**config.mk**
```make
export PLATFORM = sky130hd
export DESIGN_NAME = ha_array_reducer
export DESIGN_NICKNAME = d
export VERILOG_FILES = /design/src/rtl/ha_array_reducer.sv
export SDC_FILE = /design/constraint.sdc
export NUM_CORES = 1
export LEC_CHECK = 0
export ABC_AREA = 1
export CORE_MARGIN = 5
export CORE_UTILIZATION = 55
export DETAILED_ROUTE_END_ITERATION = 7
export PLACE_DENSITY = 0.81
export REMOVE_ABC_BUFFERS = 1
export SYNTH_ARGS = -nofsm -noshare
export SYNTH_HDL_FRONTEND = slang
export SYNTH_SLANG_ARGS = --single-unit
```
**constraint.sdc**
```tcl
create_clock -name clk -period 4.2 [get_ports clk]
set_input_delay 0.84 -clock clk [delete_from_list [all_inputs] [get_ports clk]]
set_output_delay 0.84 -clock clk [all_outputs]
set_load 0.01 [all_outputs]
```
**src/rtl/ha_array_reducer.sv**
```systemverilog
`default_nettype none
// ============================================================================
// Module   : ha_array_reducer
// Brief    : Row-serial final adder for the 8x8 approximate multiplier's four
//            half-adder row bundles; one weighted row accumulated per clock.
//            Optional saturation/overflow flag: define HA_REDUCE_SAT_EN.
// Revision : 1.0 - initial release
// ============================================================================
module ha_array_reducer #(
    parameter int ROWS      = 4,
    parameter int T_W       = 9,
    parameter int B_W       = 7,
    parameter int ROW_SHIFT = 2,
    parameter int P_W       = 16
) (
    input  logic                clk,
    input  logic                rst_n,
    input  logic                in_valid,
    output logic                in_ready,
    input  logic [ROWS*T_W-1:0] row_t,
    input  logic [ROWS*B_W-1:0] row_b,
    output logic                out_valid,
    input  logic                out_ready,
    output logic [P_W-1:0]      product,
    output logic                ovf
);

    localparam int ACC_W = P_W + 1;
    localparam int CNT_W = (ROWS > 1) ? $clog2(ROWS) : 1;
    localparam logic [CNT_W-1:0] c_LAST = CNT_W'(ROWS - 1);

    typedef enum logic [1:0] {
        S_IDLE = 2'd0,
        S_ACC  = 2'd1,
        S_DONE = 2'd2
    } state_t;

    state_t                r_state;
    logic                  r_in_ready;
    logic                  r_out_valid;
    logic [ROWS*T_W-1:0]   r_t;
    logic [ROWS*B_W-1:0]   r_b;
    logic [CNT_W-1:0]      r_cnt;
    logic [ACC_W-1:0]      r_acc;
    logic [P_W-1:0]        r_product;

    logic [T_W-1:0]        w_t;
    logic [B_W-1:0]        w_b;
    logic [ACC_W-1:0]      w_base;
    logic [ACC_W-1:0]      w_row;
    logic [ACC_W-1:0]      w_sum;

    // Select the current row from the captured bundle and apply its weight.
    always_comb begin
        w_t    = '0;
        w_b    = '0;
        w_base = '0;
        w_row  = '0;
        for (int k = 0; k < ROWS; k++) begin
            if (r_cnt == CNT_W'(k)) begin
                w_t = r_t[k*T_W +: T_W];
                w_b = r_b[k*B_W +: B_W];
            end
        end
        w_base = {{(ACC_W-T_W){1'b0}}, w_t} + ({{(ACC_W-B_W){1'b0}}, w_b} << 2);
        for (int k = 0; k < ROWS; k++) begin
            if (r_cnt == CNT_W'(k)) begin
                w_row = w_base << (ROW_SHIFT * k);
            end
        end
    end

    assign w_sum = r_acc + w_row;

`ifdef HA_REDUCE_SAT_EN
    logic r_ovf;
`endif

    always_ff @(posedge clk or negedge rst_n) begin
        if (!rst_n) begin
            r_state     <= S_IDLE;
            r_in_ready  <= 1'b1;
            r_out_valid <= 1'b0;
            r_t         <= '0;
            r_b         <= '0;
            r_cnt       <= '0;
            r_acc       <= '0;
            r_product   <= '0;
`ifdef HA_REDUCE_SAT_EN
            r_ovf       <= 1'b0;
`endif
        end else begin
            case (r_state)
                S_IDLE: begin
                    if (in_valid) begin
                        r_t        <= row_t;
                        r_b        <= row_b;
                        r_cnt      <= '0;
                        r_acc      <= '0;
                        r_in_ready <= 1'b0;
                        r_state    <= S_ACC;
                    end
                end
                S_ACC: begin
                    r_acc <= w_sum;
                    r_cnt <= r_cnt + 1'b1;
                    if (r_cnt == c_LAST) begin
                        // Result is latched here so it stays fixed for the whole of DONE.
`ifdef HA_REDUCE_SAT_EN
                        r_product <= w_sum[P_W] ? {P_W{1'b1}} : w_sum[P_W-1:0];
                        r_ovf     <= w_sum[P_W];
`else
                        r_product <= w_sum[P_W-1:0];
`endif
                        r_out_valid <= 1'b1;
                        r_state     <= S_DONE;
                    end
                end
                S_DONE: begin
                    if (out_ready) begin
                        r_out_valid <= 1'b0;
                        r_in_ready  <= 1'b1;
                        r_state     <= S_IDLE;
                    end
                end
                default: begin
                    r_state     <= S_IDLE;
                    r_in_ready  <= 1'b1;
                    r_out_valid <= 1'b0;
                end
            endcase
        end
    end

    assign in_ready  = r_in_ready;
    assign out_valid = r_out_valid;
    assign product   = r_product;
`ifdef HA_REDUCE_SAT_EN
    assign ovf = r_ovf;
`else
    assign ovf = 1'b0;
`endif

endmodule
`default_nettype wire

```
==> parameters.txt, run 1 <==
Parameter                              Value

Run status
  Status    complete, no violations

Worst setup path
  Worst EP required    4.47 ns
  Slowest CP cell    sky130_fd_sc_hd__dfrtp_1
  Reg-to-reg startpoint    r_cnt[1]$_DFFE_PN0P_
  Library cell appearing most often on the critical path    sky130_fd_sc_hd__nand2_1
  Cell chain of the critical path    buf_4 -> ha_2 -> nand2_1 -> buf_6 -> inv_1 -> nand2_1 -> nand4_1 -> ha_2 -> fa_2 -> nand2_1 -> a21oi_2 -> or2_2 -> nand3_1 -> a31oi_1 -> ha_1 -> nand2_1 -> nand2_1 -> a21oi_2 -> nor2_1 -> nor2_1 -> nand3b_1 -> nand3_1 -> nand2_1
  Critical path capture point type    flop
  Critical path launch point type    flop
  Sum of buffers and inverters on the critical path    3
  Worst setup path category    reg2reg
  Critical path arrival    4.18 ns
  Launching instance or port of the critical path    r_cnt[1]$_DFFE_PN0P_
  Worst path max stage delay    0.42 ns
  Maximum fanout count along the critical path    14
  Delay-heaviest family, CP    simple AND/OR/NAND/NOR gates

Global route
  Global route overflow    0
  Antenna violations before repair    0
  Pin count of the biggest net entering global routing    67
  Tot GR Track Use    23.87%
  Global-route wire length before repair    24720 um
  Number of global-route vias before repair    5226

Die
  Area of the die    0.01255 mm^2
  # IOs    87
  Row count    37
  Height of the die    112.0 um
  Initial Util    55.94%
  Overall die width    112.0 um
  Core outline area    0.01023 mm^2

Final layout
  Final antenna diode count    0
  Sequential Area    0.002554 mm^2
  Most common library cell in the layout ignoring fill and taps    sky130_fd_sc_hd__nand2_1
  Number of nets in the finished design    933
  Commonest non-fill, non-tap cells in the layout    335 x sky130_fd_sc_hd__nand2_1, 101 x sky130_fd_sc_hd__dfrtp_1, 84 x sky130_fd_sc_hd__clkdlybuf4s50_1, 45 x sky130_fd_sc_hd__inv_1, 39 x sky130_fd_sc_hd__nand3_1
  Number of filler cells placed in the layout    865
  Area used by multi-input combinational logic    0.002844 mm^2
  Layout cells sized above 1    8.907%
  Area grow syn2layout    22.63%
  Post-route cell area    0.007018 mm^2

Min path
  Path category of the worst min-delay check    reg2reg
  Startpoint of the lowest-slack hold path    product[2]$_DFFE_PN0P_

STA
  Post-route setup slack    0.2897 ns
  Worst hold-check slack    0.4864 ns
  Total setup violations reported at the end of the flow    0
  Final critical path time including I/O delays and setup    3.910 ns
  Max frequency    255.7 MHz
  Worst max-slew margin expressed relative to the limit    34.01%
  Number of endpoints with negative hold slack in the final report    0
  Worst slew pin tran    0.9899 ns
  Max Clock Skew    0.01237 ns
  Final-layout setup total negative slack    0 ns
  Final worst-path cycle share    93.10%
  Pins over their slew limit    0

Clock tree
  Clock tree from TritonCTS    yes
  Num CTS Buffers    9
  Cell at the root of the clock tree    sky130_fd_sc_hd__clkbuf_8
  Clock slew at reported path FFs    0.11 ns
  Max H-tree Level    3
  Skew-Pair Late Insertion Delay    0.38 ns
  Clk buf depth    2
  Sink Count    102

Synth
  Compound-cell area share of the yosys netlist    10.91%
  Largest family of logic cells by synthesized area    simple AND/OR/NAND/NOR gates
  Dominant cell type by area after synthesis    sky130_fd_sc_hd__dfrtp_1
  Synth Register Bits    102
  Number of flops mapped to enable cells by yosys    0
  Proportion of synthesized area in mux cells    0%
  Seq/Total Area, Yosys    44.62%
  Yosys warning total    0
  Fraction of registers with async set or reset after synthesis    100.0%
  Area fraction in and, or, nand and nor cells after synthesis    30.41%
  Top post-synthesis cells by area    sky130_fd_sc_hd__dfrtp_1 44%, sky130_fd_sc_hd__nand2_1 22%, sky130_fd_sc_hd__ha_1 5.7%, sky130_fd_sc_hd__nand3_1 3.4%, sky130_fd_sc_hd__a21oi_1 3.1%
  Count of different cell masters after synthesis    43
  Post-synthesis share of cell area spent on xor and xnor gates    1.202%
  Cells after synthesis    748
  Average instance area after synthesis    7.651 um^2
  Commonest register cell after synthesis    sky130_fd_sc_hd__dfrtp_1
  Cell area after technology mapping    0.005723 mm^2
  Portion of synthesized cell area occupied by the leading cell type    44.16%
  Adder-Cell Fraction of Synth Area    6.384%

Route
  Met1 WL    6185 um
  Max layer used    met4
  Number of iterations in the first detailed-routing pass    4
  Total number of vias    5235
  Wirelength per Cell    14.86 um
  Final routed DRC violation total    0
  WL met3    753 um
  Total length of routed met2 wires    7363 um
  DR vias/cell    5.353
  Antenna viol nets, final    0
  Final Routed Wirelength    14530 um
  Count of routing violations after the opening detailed-route iteration    325

Place
  Placement-stage worst setup slack    0.09149 ns
  Port buffer count    85
  Instance area at placement    0.006694 mm^2
  Post-detailed-placement half-perimeter wirelength    10690 um
  Last weighted congestion value of the routability-driven placer    0.9587

Job
  Max-cap viol count    0
area by class of cell:
type                       instances  share of cell area [%]
clock inverter                     7                   1.284
timing repair buffer             109                   14.99
multi-input combinational        566                   40.52
sequential                       102                   36.39
inverter                          49                   2.621
tap                              136                   2.425
clock buffer                       9                   1.765
cells by family (layout without fill, tap and decap cells):
group,after synthesis,count (layout)
AND/OR/NAND/NOR,423,423
AO/OA/AOI/OAI,107,107
flip-flops,102,102
buffers and inverters,80,174
adder cells (fa/ha/maj),28,28
XOR/XNOR,7,7
other,1,1
what timing repair did:
action                                  in CTS  in global routing
endpoints found under the setup margin       0                 22
gates resized for setup                      0                 16
hold buffers                                 0                  0
setup buffers                                0                  8
tightest hold or removal path: stages (launching register included):
cell and delay (ns):
sky130_fd_sc_hd__dfrtp_1 0.36, sky130_fd_sc_hd__nand2_1 0.05, sky130_fd_sc_hd__nand2_1 0.05
state kept, by name, indices dropped and copies added (netlist names):
name       cells
out_valid      1
r_cnt          2
r_b           28
product       16
r_t           36
in_ready       1
r_acc         16
r_state        2
cells in the mapped netlist (all sizes together), types with 13 or more instances:
cell / instances
a21oi: 37
a22oi: 13
buf: 30
dfrtp: 101
ha: 26
inv: 49
nand2: 343
nand3: 41
nor2: 21
o21ai: 31
o22ai: 15
worst paths after layout:
kind,endpoint,slack [ns],cells past startpoint
setup reg to reg,product[13]$_DFFE_PN0P_,0.29,23
max in group asynchronous,r_acc[10]$_DFFE_PN0P_,2.87,2
hold / removal,product[2]$_DFFE_PN0P_,0.49,2
hold reg to reg,product[2]$_DFFE_PN0P_,0.49,2
setup / recovery,product[13]$_DFFE_PN0P_,0.29,23
min in group asynchronous,product[2]$_DFFE_PN0P_,0.52,1
layer usage:
| metal | vias to the layer above | GRT usage [%] |
|---|---|---|
| met5 | - | 0 |
| met4 | 0 | 7.372 |
| met3 | 20 | 4.076 |
| met2 | 147 | 40.97 |
| met1 | 2468 | 31.01 |
| li1 | 2600 | - |
through the flow:
step / std cells / util, %
CTS: 970 / 67.52
floorplan: 717 / -
detailed placement: 954 / 65.43
finish: 978 / 68.59
global route: 978 / 68.59
global placement: 954 / 65.43
Power of run 1 is not shown: default switching activity piles up to over one toggle a cycle in this logic, so the estimate is an artifact.
==> inputs of run 2 (changes only) <==
--- a/config.mk
+++ b/config.mk
@@ -9,8 +9,10 @@
 export CORE_MARGIN = 5
 export CORE_UTILIZATION = 55
 export DETAILED_ROUTE_END_ITERATION = 7
+export GPL_ROUTABILITY_DRIVEN = 0
 export PLACE_DENSITY = 0.81
 export REMOVE_ABC_BUFFERS = 1
 export SYNTH_ARGS = -nofsm -noshare
 export SYNTH_HDL_FRONTEND = slang
 export SYNTH_SLANG_ARGS = --single-unit
+export TNS_END_PERCENT = 100
==> parameters.txt, run 2 (same netlist as run 1, synthesis figures left out) <==
Parameter                              Value

Route
  Count of routing violations after the opening detailed-route iteration    373 (+15%)
  Antenna viol nets, final    0 (unchanged)
  Final Routed Wirelength    14320 um (-1.5%)
  DR vias/cell    5.520 (+3.1%)
  Final routed DRC violation total    0 (unchanged)
  Number of iterations in the first detailed-routing pass    6 (+2)
  Wirelength per Cell    14.63 um (-1.6%)
  Total number of vias    5404 (+3.2%)

STA
  Number of endpoints with negative hold slack in the final report    0 (unchanged)
  Max frequency    250.1 MHz (-2.2%)
  Final critical path time including I/O delays and setup    3.999 ns (+0.08860 ns)
  Worst max-slew margin expressed relative to the limit    35.10% (+1.1 points)
  Pins over their slew limit    0 (unchanged)
  Worst hold-check slack    0.4242 ns (-0.06217 ns)
  Final worst-path cycle share    95.21% (+2.1 points)
  Worst slew pin tran    0.9735 ns (-0.01642 ns)
  Max Clock Skew    0.01478 ns (+0.002414 ns)
  Total setup violations reported at the end of the flow    0 (unchanged)

Clock tree
  Skew-Pair Late Insertion Delay    0.37 ns (about the same)
  CTS hold repair buffers    0 (unchanged)
  Sink Count    102 (unchanged)
  Num CTS Buffers    9 (unchanged)
  Max H-tree Level    3 (unchanged)
  Cell at the root of the clock tree    sky130_fd_sc_hd__clkbuf_8
  Clock slew at reported path FFs    0.11 ns (about the same)
  Clock tree from TritonCTS    yes
  Clk buf depth    2 (unchanged)

Worst setup path
  Worst EP required    4.47 ns (about the same)
  Maximum fanout count along the critical path    8 (-6)
  Critical path capture point type    flop
  Critical path arrival    4.27 ns (+0.09 ns)
  Critical path launch point type    flop
  Worst setup path category    reg2reg

Place
  Placed insts    954 (unchanged)
  Port buffer count    85 (unchanged)
  Post-detailed-placement half-perimeter wirelength    10480 um (-2.0%)

Global route
  Tot GR Track Use    23.48% (-0.40 points)
  Pin count of the biggest net entering global routing    67 (unchanged)
  Antenna violations before repair    0 (unchanged)
  Global route overflow    0 (unchanged)
  Number of global-route vias before repair    5343 (+2.2%)
  Global-route wire length before repair    24720 um (about the same)

Die
  Overall die width    112.0 um (unchanged)
  # IOs    87 (unchanged)
  Area of the die    0.01255 mm^2 (unchanged)
  Height of the die    112.0 um (unchanged)
  Row count    37 (unchanged)
  Initial Util    55.94% (unchanged)
  Core outline area    0.01023 mm^2 (unchanged)

Job
  Max-cap viol count    0 (unchanged)

Final layout
  Post-route insts no fill    979 (+0.10%)
  Commonest non-fill, non-tap cells in the layout    336 x sky130_fd_sc_hd__nand2_1, 99 x sky130_fd_sc_hd__dfrtp_1, 84 x sky130_fd_sc_hd__clkdlybuf4s50_1, 44 x sky130_fd_sc_hd__inv_1, 39 x sky130_fd_sc_hd__nand3_1
  Registers with the highest flip-flop counts    r_t (36), r_b (28)
  Post-Route Utilization    68.82% (+0.22 points)
  Final antenna diode count    0 (unchanged)
  Area grow syn2layout    23.02%
  Largest register FFs    36 (unchanged)
  Number of nets in the finished design    934 (+0.11%)
  Layout cells sized above 1    9.490% (+0.58 points)
  Number of filler cells placed in the layout    821 (-5.1%)
  Most common library cell in the layout ignoring fill and taps    sky130_fd_sc_hd__nand2_1
  Register ranked first by flip-flop count    r_t

Run status
  Status    complete, no violations

Min path
  Path category of the worst min-delay check    in2async
run 2: worst paths after layout:
path | endpoint | slack [ns] | startpoint | cells after the start
worst max-delay path | r_acc[13]$_DFFE_PN0P_ | 0.20 | r_cnt[1]$_DFFE_PN0P_ | 22
worst min-delay path | product[4]$_DFFE_PN0P_ | 0.42 | rst_n | 1
worst max register to register | r_acc[13]$_DFFE_PN0P_ | 0.20 | r_cnt[1]$_DFFE_PN0P_ | 22
worst min register to register | product[2]$_DFFE_PN0P_ | 0.48 | product[2]$_DFFE_PN0P_ | 2
max in group asynchronous | r_b[21]$_DFFE_PN0P_ | 2.94 | rst_n | 2
min in group clk | product[2]$_DFFE_PN0P_ | 0.48 | product[2]$_DFFE_PN0P_ | 2
run 2: metrics by stage:
step                      area, um^2  setup slack, ns  setup TNS [ns]
after floorplan                 5540          0.02235               0
after global placement          6681           0.3078               0
after detailed placement        6681           0.1576               0
after CTS                       6888           0.1228               0
after global routing            7041         -0.03584         -0.1034
final                           7041           0.2011               0
run 2: metal layers:
layer / GRT usage [%] / routed length [um] / part of all wire, %
met5: 0 / 0 / 0
met4: 7.772 / 389 / 2.7
met3: 3.533 / 894 / 6.2
met2: 39.85 / 7065 / 49
met1: 30.99 / 5968 / 42
run 2: area by class of cell:
cell class	instances	area, um^2	share of cell area, %
inverters	49	183.9	2.612
repair buffers	110	1047	14.87
clock inverters	6	78.83	1.120
multi-input cells	566	2877	40.86
clock buffers	10	127.6	1.813
well taps	136	170.2	2.417
flip-flops and latches	102	2556	36.31
run 2: critical path, stage by stage (launching register included):
cell,delay (ns)
sky130_fd_sc_hd__dfrtp_2,0.47
sky130_fd_sc_hd__inv_1,0.11
sky130_fd_sc_hd__ha_1,0.24
sky130_fd_sc_hd__nor2_4,0.06
sky130_fd_sc_hd__buf_4,0.16
sky130_fd_sc_hd__a22oi_1,0.16
sky130_fd_sc_hd__a21oi_1,0.09
sky130_fd_sc_hd__ha_1,0.23
sky130_fd_sc_hd__fa_2,0.37
sky130_fd_sc_hd__nand2_1,0.10
sky130_fd_sc_hd__a21oi_2,0.08
sky130_fd_sc_hd__or2_2,0.33
sky130_fd_sc_hd__nand3_1,0.12
sky130_fd_sc_hd__a31oi_1,0.10
sky130_fd_sc_hd__ha_1,0.38
sky130_fd_sc_hd__nand2_1,0.10
sky130_fd_sc_hd__nand2_1,0.13
sky130_fd_sc_hd__a21oi_2,0.21
sky130_fd_sc_hd__nor2_1,0.07
sky130_fd_sc_hd__nor2_2,0.11
sky130_fd_sc_hd__nand3b_1,0.12
sky130_fd_sc_hd__nand3_1,0.10
sky130_fd_sc_hd__nand2_1,0.05
run 2: timing repair:
item / CTS / global route
setup buffers: 0 / 9
gates resized for setup: 0 / 24
endpoints found under the setup margin: 0 / 21
Power of run 2 is left out for the same reason.
==> inputs of run 3 (changes only) <==
--- a/config.mk
+++ b/config.mk
@@ -8,9 +8,11 @@
 export ABC_AREA = 1
 export CORE_MARGIN = 5
 export CORE_UTILIZATION = 55
+export CTS_BUF_LIST = sky130_fd_sc_hd__clkbuf_2 sky130_fd_sc_hd__clkbuf_4 sky130_fd_sc_hd__clkbuf_8
 export DETAILED_ROUTE_END_ITERATION = 7
 export GPL_ROUTABILITY_DRIVEN = 0
 export PLACE_DENSITY = 0.81
+export RECOVER_POWER = 100
 export REMOVE_ABC_BUFFERS = 1
 export SYNTH_ARGS = -nofsm -noshare
 export SYNTH_HDL_FRONTEND = slang
==> parameters.txt, run 3 (same netlist as run 1, synthesis figures left out) <==
Parameter                              Value

Run status
  Status    finished with violations
  Violated checks    max-capacitance violations, max-slew violations

Final layout
  Area grow syn2layout    22.65%
  Number of nets in the finished design    934 (unchanged)
  Largest register FFs    36 (unchanged)
  Commonest non-fill, non-tap cells in the layout    337 x sky130_fd_sc_hd__nand2_1, 99 x sky130_fd_sc_hd__dfrtp_1, 64 x sky130_fd_sc_hd__clkdlybuf4s50_1, 46 x sky130_fd_sc_hd__inv_1, 39 x sky130_fd_sc_hd__nand3_1
  Final antenna diode count    0 (unchanged)
  Register ranked first by flip-flop count    r_t
  Layout cells sized above 1    8.778% (-0.71 points)
  Most common library cell in the layout ignoring fill and taps    sky130_fd_sc_hd__nand2_1
  Registers with the highest flip-flop counts    r_t (36), r_b (28)

Job
  Max-cap viol count    3 (+3)

Die
  Core outline area    0.01023 mm^2 (unchanged)
  Row count    37 (unchanged)
  Height of the die    112.0 um (unchanged)
  Area of the die    0.01255 mm^2 (unchanged)
  # IOs    87 (unchanged)
  Overall die width    112.0 um (unchanged)
  Initial Util    55.94% (unchanged)

Route
  Final routed DRC violation total    0 (unchanged)
  Wirelength per Cell    14.75 um (+0.89%)
  Total number of vias    5419 (+0.28%)
  Count of routing violations after the opening detailed-route iteration    369 (-1.1%)
  Number of iterations in the first detailed-routing pass    5 (-1)
  Final Routed Wirelength    14450 um (+0.89%)
  DR vias/cell    5.535 (+0.28%)
  Antenna viol nets, final    0 (unchanged)

Clock tree
  Cell at the root of the clock tree    sky130_fd_sc_hd__clkbuf_8
  Sink Count    102 (unchanged)
  Num CTS Buffers    9 (unchanged)
  Max H-tree Level    3 (unchanged)
  Clk buf depth    2 (unchanged)
  CTS hold repair buffers    0 (unchanged)
  Clock slew at reported path FFs    0.11 ns (about the same)
  Clock tree from TritonCTS    yes
  Skew-Pair Late Insertion Delay    0.37 ns (about the same)

STA
  Number of endpoints with negative hold slack in the final report    0 (unchanged)
  Final worst-path cycle share    96.08% (+0.86 points)
  Worst slew pin tran    2.549 ns (+1.576 ns)
  Post-route setup slack    0.1648 ns (-0.03630 ns)
  Final critical path time including I/O delays and setup    4.035 ns (+0.03630 ns)
  Max Clock Skew    0.01283 ns (-0.001959 ns)
  Total setup violations reported at the end of the flow    0 (unchanged)
  Pins over their slew limit    174 (+174)
  Worst max-slew margin expressed relative to the limit    -69.94% (-110 points)
  Max frequency    247.8 MHz (-0.90%)

Place
  Post-detailed-placement half-perimeter wirelength    10480 um (unchanged)
  Placement-stage worst setup slack    0.1576 ns (unchanged)
  Port buffer count    85 (unchanged)

Min path
  Path category of the worst min-delay check    reg2reg
  Startpoint of the lowest-slack hold path    product[2]$_DFFE_PN0P_

Global route
  Number of global-route vias before repair    5343 (unchanged)
  Tot GR Track Use    23.48% (unchanged)
  Global-route wire length before repair    24720 um (unchanged)
  Global routing met2 resource utilization    39.85% (unchanged)
  Met1 track demand over resource in global routing    30.99% (unchanged)
  Antenna violations before repair    0 (unchanged)
  Most congested layer reported by global routing    met2
  GRT met3 Usage    3.533% (unchanged)
  Pin count of the biggest net entering global routing    67 (unchanged)
  Global route overflow    0 (unchanged)

Worst setup path
  Maximum fanout count along the critical path    8 (unchanged)
  Reg-to-reg startpoint    r_cnt[1]$_DFFE_PN0P_
  Worst EP required    4.47 ns (about the same)
  Critical path capture point type    flop
  Worst setup path category    reg2reg
  Critical path arrival    4.30 ns (+0.03 ns)
  Launching instance or port of the critical path    r_cnt[1]$_DFFE_PN0P_
  Critical path launch point type    flop
==> run 3: cell count changes in the layout (fill, tap and decap cells not counted), sizes merged <==
cell / before / now
clkbuf: 10 / 14
clkdlybuf4s50: 84 / 64
buf: 26 / 22
dlygate4sd3: 0 / 20
==> run 3: final timing paths <==
| kind | slack [ns] | to | cells after the start |
|---|---|---|---|
| max reg2reg | 0.16 | product[13]$_DFFE_PN0P_ | 22 |
| min | 0.47 | product[2]$_DFFE_PN0P_ | 2 |
| max in group asynchronous | 1.37 | r_b[21]$_DFFE_PN0P_ | 2 |
| min reg2reg | 0.47 | product[2]$_DFFE_PN0P_ | 2 |
| max | 0.16 | product[13]$_DFFE_PN0P_ | 22 |
| min in group asynchronous | 1.06 | product[4]$_DFFE_PN0P_ | 1 |
==> run 3: worst max-delay path, stage by stage (launching register included) <==
cell	delay, ns
sky130_fd_sc_hd__dfrtp_2	0.47
sky130_fd_sc_hd__inv_1	0.11
sky130_fd_sc_hd__ha_1	0.24
sky130_fd_sc_hd__nor2_4	0.06
sky130_fd_sc_hd__buf_4	0.16
sky130_fd_sc_hd__a22oi_1	0.18
sky130_fd_sc_hd__a21oi_1	0.10
sky130_fd_sc_hd__ha_1	0.23
sky130_fd_sc_hd__fa_2	0.37
sky130_fd_sc_hd__nand2_1	0.10
sky130_fd_sc_hd__a21oi_2	0.08
sky130_fd_sc_hd__or2_2	0.33
sky130_fd_sc_hd__nand3_1	0.12
sky130_fd_sc_hd__a31oi_1	0.10
sky130_fd_sc_hd__ha_1	0.38
sky130_fd_sc_hd__nand2_1	0.10
sky130_fd_sc_hd__nand2_1	0.13
sky130_fd_sc_hd__a21oi_2	0.21
sky130_fd_sc_hd__nor2_1	0.07
sky130_fd_sc_hd__nor2_2	0.12
sky130_fd_sc_hd__nand3b_1	0.12
sky130_fd_sc_hd__nand3_1	0.10
sky130_fd_sc_hd__nand2_1	0.05
==> run 3: what timing repair did <==
item / in CTS / in global routing
resized for setup: 0 / 24
setup endpoints to repair: 0 / 21
buffers inserted: 0 / 9
==> run 3: final cells by class <==
class	count	area, um^2
clock buffer	10	131.4
clock inverter	6	78.83
fill	824	3212
inverter	49	183.9
multi-input combinational	566	2864
sequential	102	2556
tap	136	170.2
timing repair buffer	110	1035
==> run 3: per-stage QoR <==
stage          utilization, %  hold slack (ns)  cells  area, um^2  TNS [ns]
2_1_floorplan               -           0.4414    717        5540         0
3_3_place_gp            65.31           0.4549    954        6681         0
3_5_place_dp            65.31           0.4584    954        6681         0
4_1_cts                 67.36           0.4415    970        6892         0
5_1_grt                 68.61           0.4959    979        7019   -0.1309
6_report                68.61           0.4746    979        7019         0
==> run 3: layer usage <==
layer  share of wire [%]  up-vias  wire length [um]
li1                    -     2602                 -
met2                  50      240              7163
met1                  41     2542              5982
met4                 2.4        0               340
met5                   0        -                 0
met3                 6.6       35               958
Power of run 3 is left out for the same reason.
==> patch 1 (config.mk and constraints of run 2) <==
Set the parameter `ROWS` to 8 (it was 4).
--- a/src/rtl/ha_array_reducer.sv
+++ b/src/rtl/ha_array_reducer.sv
@@ -9,3 +9,3 @@
 module ha_array_reducer #(
-    parameter int ROWS      = 4,
+    parameter int ROWS      = 8,
     parameter int T_W       = 9,
Ports: changed (resized row_b and row_t); port bits go from 87 to 151. No check against the original RTL was run, so the function may have changed too.
==> patch 1 against run 2 <==
  * The run now ends with DRC, setup timing left
  * Critical path depth increased by 9
  * Via count increased by 91%
  * Wire length increased by 150%
  * Sequential cell count increased by 65
  * Global-route usage increased by 10 points
  * Cell area increased by 86%
  * Worst setup slack got worse by 1.2 ns
  * Hold slack improved by 0.046 ns
  * Synthesized cell count increased by 58%
  * Area after synthesis increased by 56%
  * Clock skew decreased by 0.0042 ns
  * Critical path type unchanged
  * Largest cell class unchanged
  * Highest routed layer unchanged
Power is left out: the tool's default activity adds up to more than one toggle a clock period on the data nets, which glitch-free logic cannot reach.
==> patch 1: results (changes against run 2) <==
- Placement Setup Slack: -0.678 ns (-0.836 ns)
- Dpl hpwl: 19.4 mm (+85%)
- Run status: complete, but fails checks
- Slew @ Worst Pin: 0.929 ns (-0.0447 ns)
- Total GRT Usage: 0.338 (+0.103)
- Worst-case reg-to-reg path depth: 31 (+41%)
- Critical Path AT: 5.50 ns (+1.23 ns)
- Routed wl met3: 3.90 mm (+340%)
- Crit-path max cell delay: 0.43 ns (-0.04 ns)
- Drt wl/cell: 21.0 um (+43%)
- Largest net degree at the start of global routing: 99 (+48%)
- CTS Root Cell: clkbuf_16
- Final setup violation count: 20 (+20)
- Setup TNS: -13.31 ns (-13.31 ns)
- Layout cell share with drive strength beyond 1: 0.239 (+0.144)
- 1st-pass router iterations: 8 (+2)
- GR Util met2: 0.549 (+0.150)
- Synth Area per Inst: 7.51 um^2 (-1.8%)
- Post_cts resized: 132 (+132)
- H-tree depth: 4 (+1)
- Total Wirelength: 35.3 mm (+150%)
- Crit path max fanout: 15 (+7)
- Worst hold margin: 0.470 ns (+0.0458 ns)
- Initial DRC Count: 1334 (+260%)
- Wire length of the first global-routing pass: 49.6 mm (+100%)
- Placed Area: 11300 um^2 (+69%)
- Clk_lat worst skew: 0.45 ns (+0.08 ns)
- Area contributors post-synth: dfrtp_1 (47%), nand2_1 (23%), ha_1 (3.9%), o21ai_0 (3.8%), nor2_1 (2.9%)
- Input/output buffers: 149 (+75%)
- Met3 Usage GRT: 0.0800 (+0.0447)
- Final clock skew: 0.0106 ns (-0.00416 ns)
- Failing checks: DRC, setup timing
- Clock-pin slew of the registers on the worst-case setup and hold paths: 0.07 ns (-0.04 ns)
- End point of the critical path: product[15]$_DFFE_PN0P_
- DR vias: 10300 (+91%)
- CTS Buf Count: 17 (+8)
- DR DRC count: 55 (+55)
- Yosys cell types: 50 (+16%)
- Register area share after synthesis: 0.470 (+0.0235)
- Crit. Startpoint: r_cnt[0]$_DFFE_PN0P_
- Biggest regs: r_t (72), r_b (56)
- Setup Fix Bufs, Post-CTS: 28 (+28)
- WL met2: 16.3 mm (+130%)
- Slack of the critical path: -0.965 ns (-1.17 ns)
- Most frequent cells after synthesis: nand2_1 (539), dfrtp_1 (166), nor2_1 (68), o21ai_0 (68), inv_1 (64)
## patch 1: cell types whose count changed after synthesis, moves of 10 or more
| cell | run 2 | this run |
|---|---|---|
| dfrtp_1 | 101 | 166 |
| clkbuf_1 | 1 | 31 |
| nor2_1 | 16 | 68 |
| inv_1 | 46 | 64 |
| a21oi_1 | 36 | 46 |
| o21ai_0 | 23 | 68 |
| nand2_1 | 338 | 539 |
## patch 1: area by class of cell
| cell class | count | area (um^2) |
|---|---|---|
| Multi-Input combinational cell | 897 | 5020 |
| Sequential cell | 167 | 4180 |
| Clock buffer | 19 | 453 |
| Tap cell | 216 | 270 |
| Inverter | 70 | 292 |
| Clock inverter | 11 | 124 |
| Fill cell | 890 | 2780 |
| Timing Repair Buffer | 304 | 2760 |
## patch 1: cell families after synthesis
group | synth area share
simple gates | 0.294
fa+ha+maj | 0.0439
buf+inv | 0.0537
other cells | 0.000421
xor+xnor | 0.00689
compound gates | 0.131
flops | 0.470
==> patch 2 (config.mk and constraints of run 2) <==
Without the edit above. Re-encode `state_t` (3 states) as one-hot, 3 bits wide.
--- a/src/rtl/ha_array_reducer.sv
+++ b/src/rtl/ha_array_reducer.sv
@@ -31,6 +31,6 @@
 
-    typedef enum logic [1:0] {
-        S_IDLE = 2'd0,
-        S_ACC  = 2'd1,
-        S_DONE = 2'd2
+    typedef enum logic [2:0] {
+        S_IDLE = 3'b001,
+        S_ACC  = 3'b010,
+        S_DONE = 3'b100
     } state_t;
Function: no difference found for any inputs over 10 cycles, from zero or initial values and one cycle with rst_n low; not proved beyond that.
==> patch 2 against run 2 <==
  * Wire length fell by 1.3%
  * Count of clock-buffer cells in the layout fell by 1
  * Die area rose by 2.0%
  * Cell area rose by 0.28%
  * Sequential cell count rose by 1
  * Worst setup slack got worse by 0.039 ns
  * Synthesized cell count rose by 2.0%
  * Area after synthesis rose by 2.2%
  * Critical path depth rose by 5
  * Core utilization fell by 0.73 points
  * Sequential share of layout area rose by 0.27 points
==> patch 2: results (changes against run 2) <==
- Clock Buffer Count: 9 (-1)
- DR vias: 5370 (-0.63%)
- Total of warnings raised by yosys: 0 (unchanged)
- Crit-path max cell delay: 0.44 ns (-0.03 ns)
- Run status: completed
- Initial DRC Count: 367 (-1.6%)
- 1st-pass router iterations: 5 (-1)
- H-tree depth: 3 (unchanged)
- Rel. slew slack: 0.327 (-0.0241)
- Synth Area per Inst: 7.67 um^2 (+0.22%)
- Min-delay src: r_t[27]$_DFFE_PN0P_
- Invs w/o clock: 51 (+4.1%)
- Worst-case reg-to-reg path depth: 27 (+23%)
- Non-clock buffer share: 0.144 (-0.00450)
- Worst hold margin: 0.481 ns (+0.0565 ns)
- Total Wirelength: 14.1 mm (-1.3%)
- Final clock skew: 0.00877 ns (-0.00602 ns)
- CTS Root Cell: clkbuf_8
- Placed Instances: 965 (+1.2%)
- Worst Hold Class: reg -> reg
- Multi-input combinational area share: 0.415 (+0.00611)
- Placement Setup Slack: 0.0903 ns (-0.0672 ns)
- Largest net degree at the start of global routing: 77 (+15%)
- Multi-input comb cells: 578 (+2.1%)
- Clk sinks: 103 (+0.98%)
- Number of non-clock buffers: 106 (-3.6%)
- Most frequent cells after synthesis: nand2_1 (354), dfrtp_1 (101), inv_1 (46), nand3_1 (45), a21oi_1 (29)
- P_seq: 1690 uW
- Nets: 945 (+1.2%)
- Vias in the first global route: 5203 (-2.6%)
- Dpl hpwl: 10.1 mm (-3.7%)
- Die footprint: 12800 um^2 (+2.0%)
- FF+latch area: 2580 um^2 (+1.0%)
- Layout cell share with drive strength beyond 1: 0.109 (+0.0141)
- Final Util: 0.681 (-0.00729)
- Clk tree area frac: 0.0241 (-0.00522)
- Placed Area: 6690 um^2 (+0.11%)
- Most common flop cell mapped by yosys: dfrtp_1
- Fillers: 872 (+6.2%)
- Pwr dens: 858 nW/um^2
- Crit. Startpoint: r_cnt[1]$_DFFE_PN0P_
- Area contributors post-synth: dfrtp_1 (43%), nand2_1 (23%), ha_1 (5.6%), nand3_1 (3.8%), inv_1 (3.0%)
- R2R setup slack: 0.16 ns (-0.04 ns)
- Total GRT Usage: 0.219 (-0.0159)
- Biggest regs: r_t (36), r_b (28)
- Crit path max fanout: 7 (-1)
- Register area share after synthesis: 0.441 (-0.00524)
- Min-Delay Endpoint: r_t[27]$_DFFE_PN0P_
- Switch Pwr: 2910 uW
- End point of the critical path: product[14]$_DFFE_PN0P_
- Pleak: 0.00359 uW
- Drt wl/cell: 14.3 um (-2.3%)
- Worst vdd ir: 429 uV
- Critical Path AT: 4.31 ns (+0.04 ns)
- F_max: 248 MHz (-0.97%)
- Wire length of the first global-routing pass: 23.3 mm (-5.5%)
-- patch 2: worst max-delay path: cells and delay by family, from the launching register on --
family / cells / cell delay (ns)
buf+inv: 5 / 0.52
compound gates: 4 / 0.60
simple gates: 14 / 1.28
fa+ha+maj: 4 / 1.09
flops: 1 / 0.44
-- patch 2: metal layers --
metal  track usage  vias to the layer above  share of wire
li1              -                     2619              -
met5             0                        -              0
met4        0.0697                        0          0.022
met2         0.380                      178           0.50
met3        0.0337                       37          0.049
met1         0.281                     2536           0.43
-- patch 2: cells by family after synthesis --
logic type	count (synthesis)	share of synthesized area
xor+xnor	7	0.0105
other cells	1	0.000641
buf+inv	82	0.0811
fa+ha+maj	28	0.0624
compound gates	98	0.0984
simple gates	444	0.306
flops	103	0.441
-- patch 2: what timing repair did --
action	CTS	global route
pin swaps	0	14
resized for setup	1	41
cloned	0	0
setup buffers	0	9
setup endpoints to repair	2	20
